### config.mk
export PLATFORM = sky130hd
export DESIGN_NAME = seq_detector_param
export DESIGN_NICKNAME = d
export VERILOG_FILES = /design/src/rtl/seqdet_pkg.sv /design/src/rtl/seqdet_match_cnt.sv /design/src/rtl/seq_detector_param.sv
export SDC_FILE = /design/constraint.sdc
export NUM_CORES = 1
export LEC_CHECK = 0
export BUFFER_PORTS_ARGS = -buffer_cell sky130_fd_sc_hd__buf_2
export CAP_MARGIN = 30
export CORE_UTILIZATION = 30
export DETAILED_ROUTE_END_ITERATION = 6
export PLACE_DENSITY = 0.51
export SLEW_MARGIN = 15
export SYNTH_ARGS = -nofsm -noshare
export SYNTH_HDL_FRONTEND = slang
export SYNTH_SLANG_ARGS = --single-unit
### constraint.sdc
create_clock -name clk -period 4.9 [get_ports clk]
set_input_delay 0.735 -clock clk [delete_from_list [all_inputs] [get_ports clk]]
set_output_delay 0.735 -clock clk [all_outputs]
set_load 0.02 [all_outputs]
### src/rtl/seqdet_pkg.sv
// Shared types and helpers for the programmable serial sequence detector.
// Optional match counter is enabled by defining SEQDET_COUNT_EN.
package seqdet_pkg;

    typedef enum logic {
        SEQDET_NOVL = 1'b0,
        SEQDET_OVL  = 1'b1
    } seqdet_mode_e;

    localparam int SEQDET_PAT_W_MIN = 32'sd2;
    localparam int SEQDET_PAT_W_MAX = 32'sd32;

    // Width needed to count 0..pat_w valid bits inclusive
    function automatic int seqdet_fill_w(input int pat_w);
        return $clog2(pat_w + 32'sd1);
    endfunction

endpackage

### src/rtl/seqdet_match_cnt.sv
// Saturating match counter; only instantiated when SEQDET_COUNT_EN is defined.
module seqdet_match_cnt
    import seqdet_pkg::*;
#(
    parameter int CNT_W = 8
) (
    input  logic             clk,
    input  logic             rst,
    input  logic             clr,
    input  logic             inc,
    output logic [CNT_W-1:0] cnt
);

    localparam logic [CNT_W-1:0] CNT_MAX = {CNT_W{1'b1}};
    localparam logic [CNT_W-1:0] CNT_ONE = {{(CNT_W-1){1'b0}}, 1'b1};

    logic [CNT_W-1:0] cnt_r;
    logic [CNT_W-1:0] cnt_nxt_s;

    // Next count: clear wins, then saturating increment
    always_comb begin
        cnt_nxt_s = cnt_r;
        if (clr) begin
            cnt_nxt_s = {CNT_W{1'b0}};
        end else if (inc && (cnt_r != CNT_MAX)) begin
            cnt_nxt_s = cnt_r + CNT_ONE;
        end else begin
            cnt_nxt_s = cnt_r;
        end
    end

    // Count register
    always_ff @(posedge clk or posedge rst) begin
        if (rst) begin
            cnt_r <= {CNT_W{1'b0}};
        end else begin
            cnt_r <= cnt_nxt_s;
        end
    end

    assign cnt = cnt_r;

endmodule

### src/rtl/seq_detector_param.sv
// Runtime-programmable Moore serial sequence detector with registered match pulse.
// Define SEQDET_COUNT_EN to add the saturating match_cnt output.
module seq_detector_param
    import seqdet_pkg::*;
#(
    parameter int               PAT_W   = 4,
    parameter logic [PAT_W-1:0] PAT_RST = 4'b1001,
    parameter int               CNT_W   = 8
) (
    input  logic             clk,
    input  logic             rst,
    input  logic             in,
    input  logic             in_valid,
    input  logic             ovl,
    input  logic             pat_load,
    input  logic [PAT_W-1:0] pattern,
`ifdef SEQDET_COUNT_EN
    output logic [CNT_W-1:0] match_cnt,
`endif
    output logic             out
);

    localparam int               FILL_W    = seqdet_fill_w(PAT_W);
    localparam logic [FILL_W-1:0] FILL_FULL = FILL_W'(PAT_W);
    localparam logic [FILL_W-1:0] FILL_ONE  = {{(FILL_W-1){1'b0}}, 1'b1};

    if ((PAT_W < SEQDET_PAT_W_MIN) || (PAT_W > SEQDET_PAT_W_MAX)) begin : g_bad_pat_w
        $error("seq_detector_param: PAT_W out of legal range");
    end
    if (CNT_W < 32'sd1) begin : g_bad_cnt_w
        $error("seq_detector_param: CNT_W must be at least 1");
    end

    logic [PAT_W-1:0]  pat_r;
    logic [PAT_W-1:0]  hist_r;
    logic [FILL_W-1:0] fill_r;
    logic              out_r;

    logic [PAT_W-1:0]  pat_nxt_s;
    logic [PAT_W-1:0]  hist_nxt_s;
    logic [FILL_W-1:0] fill_nxt_s;
    logic              out_nxt_s;

    logic [PAT_W-1:0]  hist_shift_s;
    logic [FILL_W-1:0] fill_inc_s;
    logic              match_s;
    logic              hit_s;
    seqdet_mode_e      mode_s;

    assign mode_s       = seqdet_mode_e'(ovl);
    assign hist_shift_s = {hist_r[PAT_W-2:0], in};

    // Candidate fill count and match for the bit on the line this cycle
    always_comb begin
        fill_inc_s = fill_r;
        if (fill_r == FILL_FULL) begin
            fill_inc_s = FILL_FULL;
        end else begin
            fill_inc_s = fill_r + FILL_ONE;
        end
        // The fill gate keeps stale history zeros from matching an all-zero pattern
        match_s = (fill_inc_s == FILL_FULL) && (hist_shift_s == pat_r);
    end

    assign hit_s = in_valid && !pat_load && match_s;

    // Next state: load restarts detection, valid bits shift, idle cycles hold
    always_comb begin
        pat_nxt_s  = pat_r;
        hist_nxt_s = hist_r;
        fill_nxt_s = fill_r;
        out_nxt_s  = 1'b0;
        if (pat_load) begin
            pat_nxt_s  = pattern;
            hist_nxt_s = {PAT_W{1'b0}};
            fill_nxt_s = {FILL_W{1'b0}};
            out_nxt_s  = 1'b0;
        end else if (in_valid) begin
            hist_nxt_s = hist_shift_s;
            out_nxt_s  = match_s;
            case (mode_s)
                SEQDET_OVL:  fill_nxt_s = fill_inc_s;
                SEQDET_NOVL: fill_nxt_s = match_s ? {FILL_W{1'b0}} : fill_inc_s;
                default:     fill_nxt_s = fill_inc_s;
            endcase
        end else begin
            hist_nxt_s = hist_r;
            fill_nxt_s = fill_r;
            out_nxt_s  = 1'b0;
        end
    end

    // Pattern, history, fill and match-pulse registers
    always_ff @(posedge clk or posedge rst) begin
        if (rst) begin
            pat_r  <= PAT_RST;
            hist_r <= {PAT_W{1'b0}};
            fill_r <= {FILL_W{1'b0}};
            out_r  <= 1'b0;
        end else begin
            pat_r  <= pat_nxt_s;
            hist_r <= hist_nxt_s;
            fill_r <= fill_nxt_s;
            out_r  <= out_nxt_s;
        end
    end

    assign out = out_r;

`ifdef SEQDET_COUNT_EN
    seqdet_match_cnt #(
        .CNT_W (CNT_W)
    ) u_match_cnt (
        .clk (clk),
        .rst (rst),
        .clr (pat_load),
        .inc (hit_s),
        .cnt (match_cnt)
    );
`else
    logic unused_hit_s;
    assign unused_hit_s = hit_s;
`endif

endmodule

**Word level (Yosys, flattened, before mapping)**

Index checks and enable logic that the tools add are counted.

- Output and inout port bits: 1
- Register bits: 11
- Input port bits: 10
- Word-level logic and storage cells: 20

- Eq/ne operators: 3
- Mux-type cells: 9
- Add/subtract/negate cells: 1
- Reductions and logical operators: 2
- Bitwise operators: 1

Operator list:

| kind | count |
|---|---|
| $mux W3 | 6 |
| $eq A3 B3 Y1 const B | 2 |
| $pmux W3 S2 | 1 |
| $eq A4 B4 Y1 | 1 |
| $add A3 B1 Y3 const B | 1 |
| $mux W1 | 2 |
| $reduce_bool A2 Y1 | 1 |
| $logic_and A1 B1 Y1 | 1 |
| $not A1 Y1 | 1 |

**Longest topological paths before layout**

- Word-level depth: 8
- Gate-level depth with buffers: 5
- Depth with buffers taken out: 5

**Worst setup path before layout**

No wires, ideal clock.

- Path kind: input -> register
- From: input port in_valid
- To: register out_r, in the netlist out
- Arrival time: 1.558 ns
- Cell stages on the path: 4
- Path buffers: 1
- Setup slack: 3.241 ns
- Cells stage by stage: buf_4 -> inv_1 -> or4_1 -> nor4_1

- Word-level cells in the longest chain between the ends: 2

Ends and longest elaborated chain:

| item | RTL line | text |
|---|---|---|
| start, declared | seq_detector_param.sv:13 | `input logic in_valid,` |
| $mux W1 | seq_detector_param.sv:78 | `end else if (in_valid) begin` |
| $mux W1 | seq_detector_param.sv:73 | `if (pat_load) begin` |
| via out_nxt_s | seq_detector_param.sv:42 | `logic out_nxt_s;` |
| end signal, assigned | seq_detector_param.sv:104 | `out_r <= out_nxt_s;` |
| end, declared | seq_detector_param.sv:37 | `logic out_r;` |

The timed path passes the listed nets, and every way through them passes these cells.
A chain may end at the register's enable or synchronous reset.

**Final worst setup path**

- From: register fill_r[0]
- To: register fill_r[2]

- Word-level cells in the longest chain between the ends: 8
- Elaborated cells on any way between the ends: 9
- Those cells by class: add/sub: 1; eq/ne: 2; mux: 5; reduce/logical: 1

Ends and longest elaborated chain:

| item | RTL line | text |
|---|---|---|
| start, declared | seq_detector_param.sv:36 | `logic [FILL_W-1:0] fill_r;` |
| start signal, assigned | seq_detector_param.sv:98 | `fill_r <= {FILL_W{1'b0}};` |
| start signal, assigned | seq_detector_param.sv:103 | `fill_r <= fill_nxt_s;` |
| $add A3 B1 Y3 / $eq A3 B3 Y1 (equally long branches) | seq_detector_param.sv:59, seq_detector_param.sv:56 |  |
| $mux W3 * | seq_detector_param.sv:56 | `if (fill_r == FILL_FULL) begin` |
| $eq A3 B3 Y1 | seq_detector_param.sv:62 | `match_s = (fill_inc_s == FILL_FULL) && (hist_shift_s == pat_r);` |
| $logic_and A1 B1 Y1 | seq_detector_param.sv:62 |  |
| $mux W3 | seq_detector_param.sv:83 | `SEQDET_NOVL: fill_nxt_s = match_s ? {FILL_W{1'b0}} : fill_inc_s;` |
| $pmux W3 S2 * | seq_detector_param.sv:81 | `case (mode_s)` |
| $mux W3 * | seq_detector_param.sv:78 |  |
| $mux W3 * | seq_detector_param.sv:73 |  |

Mark *: on every way between the ends. The rest lies on a longest branch, timed or not. The select of a mux whose other input is x is not followed.

==> qor.yml <==
dp_slack_ns: 3.07
fillers: 186
fmax_mhz: 596
setup_viol: 0
outcome: "completed"
port-buffer-count: 10
crit_path_max_incr_delay_ns: 0.43
drive_above_1_share_pct: 36.1
dr.pass1.iters: 3
yosysMostFrequentCell: "dfrtp_1"
ys_types: 21
wl_met1_um: 507
grt.overflow.total: 0
via_per_inst: 4.63
hold_path.class: "in -> async"
row_count: 15
fin_hold_ws_ns: 0.449
syn2layout_area_growth_pct: 17.1
die_y_um: 45.3
start_kind: "flop"
yosys-top-cells-area: "dfrtp_1, dfstp_2, mux2_2, mux2i_1, xor2_1"
end_kind: "flop"
drcViolationCount: 0
critPathRequiredTime_ns: 5.05
critPathSlowestCell: "a2111o_1"
drv_cap: 0
start_util_pct: 32.2
slew_headroom_pct: 71.8
cts-resized-gates: 0
cts_made_buffers: 3
worstPathCellList: "inv_1, ha_1, nand2_1, a2111o_1, o41a_1"
hold_buffers: 0
p_leak_nw: 0.324
num_vias: 398
ys_ff_latch: 11
gp_congestion: 0.825
cp_data_arrival_time_ns: 1.83
die_x_um: 45.3
antenna_found_initial: 0
yosysWarningCount: 0
multi_input_area_um2: 258
power_mw: 0.187
finClkSkew_ns: 0.000818
reg2reg_from: "fill_r[0]"
reg2reg_slack_ns: 3.22
cts.sinks: 11
ios: 11
fin_area_um2: 658
seq_area_um2: 278
r2r_end: "fill_r[2]"
gr-usage-all-layers_pct: 11.7
wl_met3_um: 37
final-hold-violation-count: 0
dieArea_mm2: 0.00205
first_global_vias: 386
ys_seq_area_share_pct: 49.4
placed_area_um2: 632
synth_top_area_cell: "dfrtp_1"
fin_crit_sh_pct: 34.3
rsz0062_at_grt: "false"
num_antenna_cells: 0
fin_crit_ns: 1.68
ctsHtreeMaxLevel: 1
synth_common_cells: "dfrtp_1, nor2_1"
slew_viol_final: 0
timing.final.ws_setup_ns: 3.22
grt_pass1_wl_um: 1620
synth_top_area_share_pct: 40.1
antenna_left: 0
worstSetupPathType: "reg -> reg"
ys_dominant_reg_cell: "dfrtp_1"
async_flop_share_pct: 100
coreArea_mm2: 0.00175
r2r_cells: 5
initialDrtViolationCount: 3
power_density_mw_per_mm2: 285
clk_pin_slew_ns: 0.07
wl_um: 984
synth.net_count: 61
met2_length_um: 426
worstMarginPinSlew_ns: 0.423
synth_area_um2: 562
postCtsSetupBuffers: 0
clk_latency_ns: 0.27
clock_path_buffers: 2
top_layer_used: "met4"
cts_root_buffer: "clkbuf_4"
layout.nets: 74
syn-instance-count: 49
irDropWorstVdd_uv: 115
synth_area_per_cell_um2: 11.5
synth_edf_count: 0
worst-path-max-fanout: 3
grt_max_degree: 12
setup_tns_ns: 0
tritoncts: "yes"
wl_per_cell_um: 11.4
==> worst max-delay path by stage <==
stage / start / to / cells after the start
after floorplan: in_valid / out / 4
after global routing: fill_r[0] / fill_r[2] / 5
final: fill_r[0] / fill_r[2] / 5
after global placement: in_valid / out / 4
after detailed placement: in_valid / out / 4
after CTS: fill_r[0] / fill_r[2] / 5
==> layer usage <==
metal | vias up | GRT usage (%)
met1 | 193 | 15.0
met5 | - | 0
met2 | 9 | 16.2
li1 | 194 | -
met3 | 2 | 3.60
met4 | 0 | 9.09
==> cell type report <==
type,count,area share (%)
multi-input cells,32,39.2
repair buffers,10,7.60
inverters,4,2.28
flip-flops and latches,11,42.2
clock buffers,4,3.99
well taps,25,4.75
==> flip-flops by register name, indices dropped and copies added, names as in the netlist <==
name    flops
fill_r      3
out         1
hist_r      3
pat_r       4
==> critical path: cells and delay by family (launching register included) <==
kind	cells	cell delay, ns
and+or+nand+nor	1	0.07
DFF	1	0.40
buffers and inverters	1	0.10
AOI/OAI and AO/OA	2	0.80
adders and majority gates	1	0.18
==> per-stage QoR <==
step	utilization, %	instances
6_report	37.7	86
5_1_grt	37.7	86
4_1_cts	37.7	86
3_5_place_dp	36.2	82
3_3_place_gp	36.2	82
2_1_floorplan	-	49
==> logic make-up after synthesis <==
kind of cell,after synthesis,share of synthesized area [%]
adder cells (fa/ha/maj),2,4.45
AND/OR/NAND/NOR,13,12.7
multiplexers,8,15.1
AO/OA/AOI/OAI,5,7.35
buffers and inverters,6,4.68
flip-flops,11,49.4
XOR/XNOR,4,6.24
==> cell usage in the layout, fill, tap and decap left out <==
| cell type | netlist | final |
|---|---|---|
| a2111o_1 | 1 | 1 |
| dfstp_2 | 2 | 2 |
| mux2_2 | 4 | 4 |
| dfrtp_1 | 9 | 9 |
| xor2_1 | 4 | 4 |
| and3b_2 | 1 | 1 |
| inv_1 | 4 | 4 |
| o41a_1 | 1 | 1 |
| a21o_2 | 1 | 1 |
| buf_2 | 0 | 10 |
| clkbuf_1 | 1 | 1 |
| mux2i_1 | 4 | 4 |
| nor2_1 | 5 | 5 |
| nor4_1 | 1 | 1 |
| ha_1 | 2 | 2 |
| clkbuf_4 | 0 | 3 |
| a21oi_1 | 2 | 2 |
| and4b_2 | 1 | 1 |
| nand3_1 | 1 | 1 |
| nor3_1 | 1 | 1 |
| or4_1 | 1 | 1 |
| nand2_1 | 2 | 2 |
==> power by group <==
| group | switching, mW | leakage (nW) | internal (mW) |
|---|---|---|---|
| clock | 0.0300 | 0.0150 | 0.0315 |
| combinational | 0.0121 | 0.169 | 0.0121 |
| sequential | 0.00420 | 0.140 | 0.0975 |
| total | 0.0463 | 0.324 | 0.141 |
No activity file was read; power rests on OpenSTA's default activity.
